`src/rtl/spi_pkg.sv`:
```
// spi_pkg: shared word width, idle fill pattern and FSM state encoding for the SPI slave
package spi_pkg;
    localparam int N_DEF = 8;
    localparam logic FILL_BIT = 1'b1;
    localparam logic [N_DEF-1:0] FILL_DEF = {N_DEF{FILL_BIT}};
    typedef enum logic {IDLE = 1'b0, SHIFT = 1'b1} state_t;
endpackage

```
`src/rtl/spi_slave_if.sv`:
```
// spi_slave_if: SPI pins plus the parallel tx/rx handshake of the SPI slave
interface spi_slave_if #(parameter int N = spi_pkg::N_DEF);
    logic         sclk;
    logic         cs_n;
    logic         mosi;
    logic         miso;
    logic [N-1:0] tx_data;
    logic         tx_valid;
    logic         tx_ready;
    logic [N-1:0] rx_data;
    logic         rx_valid;
    logic         busy;
    modport slave (
        input  sclk, cs_n, mosi, tx_data, tx_valid,
        output miso, tx_ready, rx_data, rx_valid, busy
    );
    modport master (
        output sclk, cs_n, mosi, tx_data, tx_valid,
        input  miso, tx_ready, rx_data, rx_valid, busy
    );
endinterface

```
`src/rtl/sync_edge.sv`:
```
// sync_edge: 2-flop synchronizer for an asynchronous input with rise/fall pulses on the synchronized level
module sync_edge
    import spi_pkg::*;
#(
    parameter logic RST_VAL = 1'b0
) (
    input  logic clk,
    input  logic reset,
    input  logic i_async,
    output logic o_sync,
    output logic o_rise,
    output logic o_fall
);
    logic r_meta, r_sync, r_prev;

    // two synchronizing stages plus one delayed copy for edge detection
    always_ff @(posedge clk) begin
        if (reset) begin
            r_meta <= RST_VAL;
            r_sync <= RST_VAL;
            r_prev <= RST_VAL;
        end else begin
            r_meta <= i_async;
            r_sync <= r_meta;
            r_prev <= r_sync;
        end
    end

    assign o_sync = r_sync;
    assign o_rise = r_sync & ~r_prev;
    assign o_fall = ~r_sync & r_prev;
endmodule

```
`src/rtl/spi_slave.sv`:
```
// spi_slave: SPI mode-0 MSB-first slave with a one-word transmit holding buffer
module spi_slave
    import spi_pkg::*;
#(
    parameter int          N    = N_DEF,
    parameter logic [N-1:0] FILL = {N{FILL_BIT}}
) (
    input  logic        clk,
    input  logic        reset,
    spi_slave_if.slave  bus
);
    localparam int CW = $clog2(N);

    state_t         r_state, w_state_nxt;
    logic           w_sclk_unused, w_sclk_rise, w_sclk_fall;
    logic           w_cs_sync, w_cs_rise, w_cs_fall;
    logic           r_mosi_meta, r_mosi;
    logic [1:0]     r_settle;
    logic           r_armed;
    logic           w_start, w_enter, w_leave, w_rx_step, w_tx_step;
    logic           w_word_end, w_load, w_cap;
    logic [N-1:0]   w_word;
    logic [CW-1:0]  r_cnt;
    logic [N-1:0]   r_rx_sr, r_tx_sr, r_rx_data, r_buf;
    logic           r_rx_valid, r_miso, r_buf_full;

    sync_edge #(.RST_VAL(1'b0)) u_sclk (
        .clk     (clk),
        .reset   (reset),
        .i_async (bus.sclk),
        .o_sync  (w_sclk_unused),
        .o_rise  (w_sclk_rise),
        .o_fall  (w_sclk_fall)
    );

    sync_edge #(.RST_VAL(1'b1)) u_cs (
        .clk     (clk),
        .reset   (reset),
        .i_async (bus.cs_n),
        .o_sync  (w_cs_sync),
        .o_rise  (w_cs_rise),
        .o_fall  (w_cs_fall)
    );

    // mosi only needs resynchronizing; it is sampled on the sclk rise pulse
    always_ff @(posedge clk) begin
        if (reset) begin
            r_mosi_meta <= 1'b1;
            r_mosi      <= 1'b1;
        end else begin
            r_mosi_meta <= bus.mosi;
            r_mosi      <= r_mosi_meta;
        end
    end

    // a transfer may only start after cs_n has truly been seen high since reset,
    // so a chip select still held low across reset cannot look like a fresh fall
    always_ff @(posedge clk) begin
        if (reset) begin
            r_settle <= 2'b00;
            r_armed  <= 1'b0;
        end else begin
            r_settle <= {r_settle[0], 1'b1};
            if (r_settle[1] && w_cs_sync) r_armed <= 1'b1;
        end
    end

    assign w_start = w_cs_fall & r_armed;

    // state register
    always_ff @(posedge clk) begin
        r_state <= reset ? IDLE : w_state_nxt;
    end

    // next state and per-cycle datapath strobes
    always_comb begin
        w_state_nxt = r_state;
        w_enter     = 1'b0;
        w_leave     = 1'b0;
        w_rx_step   = 1'b0;
        w_tx_step   = 1'b0;
        if (r_state == IDLE) begin
            w_enter     = w_start;
            w_state_nxt = w_start ? SHIFT : IDLE;
        end else begin
            w_leave     = w_cs_rise;
            w_rx_step   = !w_cs_rise && w_sclk_rise;
            w_tx_step   = !w_cs_rise && w_sclk_fall;
            w_state_nxt = w_cs_rise ? IDLE : SHIFT;
        end
    end

    assign w_word_end = w_rx_step && (r_cnt == CW'(N - 1));
    assign w_load     = w_enter || (w_tx_step && r_cnt == '0);
    assign w_word     = r_buf_full ? r_buf : FILL;
    assign w_cap      = bus.tx_valid && !r_buf_full;

    // receive shifter, bit counter and completed-word register
    always_ff @(posedge clk) begin
        if (reset) begin
            r_cnt      <= '0;
            r_rx_sr    <= '0;
            r_rx_data  <= '0;
            r_rx_valid <= 1'b0;
        end else begin
            r_rx_valid <= w_word_end;
            if (w_enter || w_leave) begin
                r_cnt   <= '0;
                r_rx_sr <= '0;
            end else if (w_rx_step) begin
                r_rx_sr <= {r_rx_sr[N-2:0], r_mosi};
                r_cnt   <= w_word_end ? '0 : CW'(r_cnt + 1'b1);
            end
            if (w_word_end) r_rx_data <= {r_rx_sr[N-2:0], r_mosi};
        end
    end

    // transmit shifter; miso is registered and only moves on a load or an sclk fall
    always_ff @(posedge clk) begin
        if (reset) begin
            r_tx_sr <= '0;
            r_miso  <= 1'b1;
        end else if (w_leave) begin
            r_tx_sr <= '0;
            r_miso  <= 1'b1;
        end else if (w_load) begin
            r_tx_sr <= w_word;
            r_miso  <= w_word[N-1];
        end else if (w_tx_step) begin
            r_tx_sr <= {r_tx_sr[N-2:0], 1'b0};
            r_miso  <= r_tx_sr[N-2];
        end
    end

    // holding buffer: a load consumes the pre-cycle contents, a capture refills for the next word
    always_ff @(posedge clk) begin
        if (reset) begin
            r_buf      <= '0;
            r_buf_full <= 1'b0;
        end else if (w_cap) begin
            r_buf      <= bus.tx_data;
            r_buf_full <= 1'b1;
        end else if (w_load) begin
            r_buf_full <= 1'b0;
        end
    end

    assign bus.miso     = r_miso;
    assign bus.tx_ready = ~r_buf_full;
    assign bus.rx_data  = r_rx_data;
    assign bus.rx_valid = r_rx_valid;
    assign bus.busy     = (r_state == SHIFT);
endmodule

```
`src/flat_wrapper.sv`:
```
// flat-port wrapper written by rule: the top's interface ports become plain ports
module spi_slave_flat import spi_pkg::*;
#(
    parameter int          N    = N_DEF,
    parameter logic [N-1:0] FILL = {N{FILL_BIT}}
)
  (clk, reset, bus_sclk, bus_cs_n, bus_mosi, bus_tx_data, bus_tx_valid, bus_miso, bus_tx_ready, bus_rx_data, bus_rx_valid, bus_busy);
  spi_slave_if #(.N(N)) bus_i ();
  input  logic clk;
  input  logic reset;
  input wire logic [$bits(bus_i.sclk)-1:0] bus_sclk;
  input wire logic [$bits(bus_i.cs_n)-1:0] bus_cs_n;
  input wire logic [$bits(bus_i.mosi)-1:0] bus_mosi;
  input wire logic [$bits(bus_i.tx_data)-1:0] bus_tx_data;
  input wire logic [$bits(bus_i.tx_valid)-1:0] bus_tx_valid;
  output wire logic [$bits(bus_i.miso)-1:0] bus_miso;
  output wire logic [$bits(bus_i.tx_ready)-1:0] bus_tx_ready;
  output wire logic [$bits(bus_i.rx_data)-1:0] bus_rx_data;
  output wire logic [$bits(bus_i.rx_valid)-1:0] bus_rx_valid;
  output wire logic [$bits(bus_i.busy)-1:0] bus_busy;
  assign bus_i.sclk = bus_sclk;
  assign bus_i.cs_n = bus_cs_n;
  assign bus_i.mosi = bus_mosi;
  assign bus_i.tx_data = bus_tx_data;
  assign bus_i.tx_valid = bus_tx_valid;
  assign bus_miso = bus_i.miso;
  assign bus_tx_ready = bus_i.tx_ready;
  assign bus_rx_data = bus_i.rx_data;
  assign bus_rx_valid = bus_i.rx_valid;
  assign bus_busy = bus_i.busy;
  spi_slave #(.N(N), .FILL(FILL)) u_core (.clk(clk), .reset(reset), .bus(bus_i));
endmodule
```
`config.mk`:
```
export PLATFORM = sky130hd
export DESIGN_NAME = spi_slave_flat
export DESIGN_NICKNAME = d
export VERILOG_FILES = /design/src/rtl/spi_pkg.sv /design/src/rtl/spi_slave_if.sv /design/src/rtl/sync_edge.sv /design/src/rtl/spi_slave.sv /design/src/flat_wrapper.sv
export SDC_FILE = /design/constraint.sdc
export NUM_CORES = 1
export LEC_CHECK = 0
export ABC_AREA = 1
export BUFFER_PORTS_ARGS = -buffer_cell sky130_fd_sc_hd__buf_2
export CAP_MARGIN = 20
export CELL_PAD_IN_SITES_DETAIL_PLACEMENT = 1
export CELL_PAD_IN_SITES_GLOBAL_PLACEMENT = 2
export CORE_AREA = 2 2 81 83
export CTS_CLUSTER_DIAMETER = 80
export CTS_CLUSTER_SIZE = 12
export DETAILED_ROUTE_END_ITERATION = 10
export DIE_AREA = 0 0 83 85
export PLACE_DENSITY_LB_ADDON = 0.3
export SLEW_MARGIN = 20
export SYNTH_ARGS = -nofsm -noshare
export SYNTH_HDL_FRONTEND = slang
export SYNTH_SLANG_ARGS = --single-unit
```
`constraint.sdc`:
```
create_clock -name clk -period 1.7 [get_ports clk]
set_clock_uncertainty 0.2 [all_clocks]
set_input_delay 0.085 -clock clk [delete_from_list [all_inputs] [get_ports clk]]
set_output_delay 0.085 -clock clk [all_outputs]
set_load 0.1 [all_outputs]
```
==> results.cfg, run 1 <==
[outcome]
outcome = finished, final reports clean

[grt]
antenna_found_initial = 0
grt_start_max_net_pins = 20
busiest_layer = met2
gr-usage-met2 = 0.224
grt_pass1_vias = 1709
grt_usage = 0.136
overflow = 0
grt_use_met3 = 0.0331
grt_pass1_wl_mm = 7.73
globalRouteMet1Util = 0.172

[logic_synthesis]
syn_inst = 241
ys_types = 25
synth_fp_nets = 258
syn_area_sq_um = 1910
ys_seq_area_frac = 0.502
ys_seq_elements = 48
synth_warnings = 0
syn_area_per_cell_sq_um = 7.94

[cts]
cts_buffer_depth = 2
clk_pin_slew_ns = 0.09
numCtsBuffers = 5
clockRootBuffer = clkbuf_8
cts_tree = done
h-tree-depth = 2
cts.sinks = 48
clkLatencyLatePin_ns = 0.30

[place]
placedCellCount = 340
numPortBuffers = 25
dp.final_hpwl_mm = 2.93
place_congestion = 0.703

[power_and_ir_drop]
peakVddDrop_v = 0.000427
p_leak_nw = 1.08
p_per_area_nw_per_um2 = 908

[drt]
wl_mm = 4.24
drt_iter0_drc = 95
vias = 1636
drtPass1Iterations = 4
vias_per_cell = 4.49
wire_per_inst_microns = 11.6
antenna_left = 0
drcViolationCount = 0

[run]
drv_cap = 0

[sta]
fin_crit_sh = 0.975
tns_ns = 0
fin_crit_ns = 1.66
holdWs_ns = 0.211
tightest_slew_ns = 0.491
setup_viol = 0
fmax_mhz = 603
hold_violations = 0
max_slew_margin = 0.675
grt_setup_unrepaired = no
timing.final.max_slew_violations = 0

[final_layout]
fin_cells = 364
drive_above_1_share = 0.223
n_antenna_cell = 0
syn_to_final_growth_pct = 25.2
num-nets-final = 303
fillers = 771

[floorplan]
core_sq_um = 6200
die_x_microns = 83
start_util = 0.308
ios = 26
die_h_microns = 85
die-area_sq_um = 7060
rows = 29

[critical_path]
cp-end-kind = register
cp_max_fo = 12
critPathBufInv = 3
slowest_stage = dlygate4sd3_1
cp_common_cell = dlygate4sd3_1
crit_chain = dlygate4sd3_1 -> buf_4 -> or2_2 -> dlygate4sd3_1
cp-start-kind = primary input
critPathKind = primary input to register
cp.required_ns = 1.69
slowest_delay_ns = 0.56
path_delay_family = buffers and inverters
cp.arrival_ns = 1.65

[min_path]
hp-class = register to register
[metrics by stage]
step                worst slack [ns]  utilization  power [mW]  cell area, sq um
finish                        0.0421        0.386        2.17              2390
global route                  0.0116        0.386        2.28              2390
CTS                           0.0537        0.385        2.21              2390
detailed placement             0.139        0.342        1.35              2120
global placement               0.194        0.342        1.35              2120
floorplan                     0.0833            -        1.31              1920
[power breakdown]
group,internal [mW],switching (mW)
Combinational,0.0771,0.101
Sequential,1.16,0.0184
Clock,0.437,0.384
Total,1.67,0.503
[Yosys cell counts]
library cell   n  area (sq um)
nand2_4        2          22.5
nand2_1       47           176
clkinv_1       5          18.8
a21oi_1       13          65.1
nand4_2        1          12.5
nor2_2         2          12.5
nand2_2        2          12.5
nor2_1        26          97.6
clkbuf_1       2          7.51
o21ai_0       12          60.1
dfxtp_1       48           961
nand4_4        1          21.3
buf_2          2          10.0
nand3_1       27           135
inv_2          4          15.0
o21ai_1        5          25.0
nand3_4        1          17.5
buf_4          1          7.51
inv_1         23          86.3
a211oi_2       1          12.5
or2_2         10          62.6
a21oi_4        1          16.3
buf_8          1          15.0
ha_1           3          37.5
clkinv_2       1          5.00
[layout by cell type (no fill, tap or decap), types with 10 or more instances in the layout]
cell           Yosys  final
buf_2              2     24
or2_2             10     10
nor2_1            26     25
a21oi_1           13     13
o21ai_0           12     12
dlygate4sd3_1      0     16
inv_1             23     23
nand3_1           27     27
dfxtp_1           48     47
nand2_1           47     47
[registers in the layout (all words and copies together), names as in the netlist]
register / count
u_core.bus.rx_data: 8
u_core.r_buf: 8
u_core.r_rx_sr: 7
u_core.r_tx_sr: 7
u_core.r_cnt: 3
u_core.r_settle: 2
u_core.bus.busy: 1
u_core.bus.miso: 1
u_core.bus.rx_valid: 1
u_core.r_armed: 1
u_core.r_buf_full: 1
u_core.r_mosi: 1
u_core.r_mosi_meta: 1
u_core.u_cs.o_sync: 1
u_core.u_cs.r_meta: 1
u_core.u_cs.r_prev: 1
u_core.u_sclk.o_sync: 1
u_core.u_sclk.r_meta: 1
u_core.u_sclk.r_prev: 1
[per-layer routing]
metal | up-vias | part of all wire
met2 | 16 | 0.47
met5 | - | 0
met4 | 0 | 0.019
met1 | 771 | 0.48
met3 | 7 | 0.024
li1 | 842 | -
[cells by family after synthesis]
kind of cell	Yosys count	share of synthesized area
AO/OA/AOI/OAI	32	0.0935
adder cells (fa/ha/maj)	3	0.0196
buffers and inverters	39	0.0863
flip-flops	48	0.502
AND/OR/NAND/NOR	119	0.298
[worst register-to-register path, stage by stage (launching register included)]
cell,delay (ns)
dfxtp_1,0.44
nand2_1,0.12
o21ai_1,0.23
inv_2,0.13
nand2_2,0.20
a21oi_1,0.07
[worst paths after layout]
check                          start            endpoint  slack, ns  depth (start not counted)
hold reg to reg   u_core.r_settle[0]  u_core.r_settle[1]       0.21                          2
hold / removal    u_core.r_settle[0]  u_core.r_settle[1]       0.21                          2
setup reg to reg  u_core.u_cs.o_sync     u_core.r_cnt[2]       0.18                          5
setup / recovery               reset  u_core.u_cs.r_meta       0.04                          4
[layout make-up]
type,count,area [sq um],area share
flip-flops and latches,48,965,0.403
multi-input cells,154,790,0.330
repair buffers,44,310,0.130
inverters,33,126,0.0528
well taps,77,96.3,0.0402
clock buffers,6,72.6,0.0303
clock inverters,2,35.0,0.0146
[repair_timing]
| action | in CTS | in global routing |
|---|---|---|
| endpoints found under the hold margin | 19 | 0 |
| gates resized for setup | 0 | 3 |
| setup endpoints to repair | 0 | 4 |
| hold buffers | 16 | 0 |
| buffers inserted | 0 | 0 |
(Power assumes the default switching activity.)
==> run 2: changes to the inputs <==
Settings changed: CTS_BUF_LIST from default to sky130_fd_sc_hd__clkbuf_16.
==> run 2 against run 1 <==
Global-route usage fell by 0.082 points. Sequential share of layout area fell by 0.82 points. Register-to-register slack improved by 0.02 ns. Worst setup slack improved by 0.0012 ns. Combinational power barely moved. Total power rose by 12%. First-iteration DRC count fell by 5.3%. Wire length fell by 1.3%. Utilization rose by 0.81 points. Critical path type unchanged. Largest cell class unchanged. Largest power group unchanged.
==> results.cfg, run 2 (synthesized netlist as in run 1, its figures left out) <==
[critical_path]
critPathBufInv = 3
cp_max_fo = 12
r2r-start = u_core.u_cs.r_prev
slowest_stage = dlygate4sd3_1
path_delay_family = buffers and inverters
critPathKind = primary input to register
cp_common_cell = dlygate4sd3_1
startpoint = reset
cp.arrival_ns = 1.63
cp-end-kind = register
cp.required_ns = 1.67
cp-start-kind = primary input
crit_chain = dlygate4sd3_1 -> buf_6 -> or2_2 -> dlygate4sd3_1
slowest_delay_ns = 0.56

[sta]
fmax_mhz = 604
max_slew_margin = 0.674
hold_violations = 0
grt_setup_unrepaired = no
setup_viol = 0
timing.final.max_slew_violations = 0
tns_ns = 0
fin_crit_sh = 0.975
fin_crit_ns = 1.66
tightest_slew_ns = 0.492

[power_and_ir_drop]
peakVddDrop_v = 0.000480
p_leak_nw = 1.11
total_power_mw = 2.44
p_per_area_nw_per_um2 = 1000

[drt]
wl_mm = 4.18
wire_per_inst_microns = 11.5
antenna_left = 0
vias = 1621
vias_per_cell = 4.47
drcViolationCount = 0
drtPass1Iterations = 4
drt_iter0_drc = 90

[final_layout]
syn_to_final_growth_pct = 27.8
regArea_sq_um = 965
layout_common_cells = 47 x nand2_1, 47 x dfxtp_1, 27 x nand3_1, 25 x nor2_1
num-nets-final = 302
stdcell_area_sq_um = 2440
post-route-util = 0.394
multi_input_area_sq_um = 790
drive_above_1_share = 0.224
n_antenna_cell = 0
fillers = 768

[place]
dpl_cell_area_sq_um = 2120
numPortBuffers = 25
dp.final_hpwl_mm = 2.93
place_congestion = 0.703

[cts]
clk_pin_slew_ns = 0.06
cts_tree = done
numCtsBuffers = 5
clockRootBuffer = clkbuf_16
cts.sinks = 48
cts_buffer_depth = 2
clkLatencyLatePin_ns = 0.28
h-tree-depth = 2

[floorplan]
start_util = 0.308
core_sq_um = 6200
die_h_microns = 85
die-area_sq_um = 7060
die_x_microns = 83
rows = 29
ios = 26

[grt]
grt_use_met3 = 0.0302
grt_start_max_net_pins = 20
globalRouteMet1Util = 0.174
antenna_found_initial = 0
gr-usage-met2 = 0.222
overflow = 0
grt_usage = 0.135
grt_pass1_vias = 1690
grt_pass1_wl_mm = 7.72
busiest_layer = met2

[min_path]
hp-start = bus_tx_valid
hp-class = primary input to register

[outcome]
outcome = finished, final reports clean

[run]
drv_cap = 0
-- run 2: changes by cell type in the layout (fill, tap and decap cells not counted) --
| cell | before | now |
|---|---|---|
| buf_4 | 4 | 3 |
| buf_6 | 0 | 1 |
| clkbuf_1 | 1 | 0 |
| clkbuf_16 | 0 | 5 |
| clkbuf_8 | 5 | 0 |
| dlygate4sd3_1 | 16 | 15 |
| inv_1 | 23 | 24 |
-- run 2: report_power, final --
group | leakage [nW] | total [mW] | switching [mW] | internal, mW
Combinational | 0.629 | 0.176 | 0.0995 | 0.0764
Clock | 0.0850 | 1.09 | 0.406 | 0.686
Sequential | 0.392 | 1.18 | 0.0185 | 1.16
-- run 2: layout make-up --
class                      count  area share
tap                           77      0.0394
timing repair buffer          43       0.124
clock buffer                   5      0.0512
sequential                    48       0.395
inverter                      33      0.0517
clock inverter                 3      0.0159
multi-input combinational    154       0.323
-- run 2: path summary, 6_finish.rpt --
path	end	slack (ns)	cells after the start
max	u_core.u_cs.r_meta	0.04	4
min	u_core.r_buf_full	0.03	4
max reg2reg	u_core.bus.rx_data[7]	0.20	7
min reg2reg	u_core.r_settle[1]	0.21	2
-- run 2: stage by stage --
stage	std cells	setup slack (ns)	hold slack (ns)
final	363	0.0433	0.0291
after global routing	363	0.0109	0.0943
after CTS	363	0.0305	0.0275
after detailed placement	340	0.139	0.0713
after global placement	340	0.194	0.0680
after floorplan	241	0.0833	-0.0112
-- run 2: worst register-to-register path: cells and delay by family (launching register included) --
family                 cells  cell delay (ns)
AND/OR/NAND/NOR            5             0.58
flip-flops                 1             0.39
buffers and inverters      2             0.23
-- run 2: routing by layer --
layer | wire [microns] | part of all wire | up-vias
met1 | 2010 | 0.48 | 756
li1 | - | - | 845
met2 | 2010 | 0.48 | 14
met3 | 95 | 0.023 | 6
met5 | 0 | 0 | -
met4 | 69 | 0.016 | 0
-- run 2: repair_timing --
item,CTS,global route
setup endpoints to repair,0,4
setup buffers,0,0
endpoints found under the hold margin,19,0
hold buffers,15,0
gates resized for setup,0,4
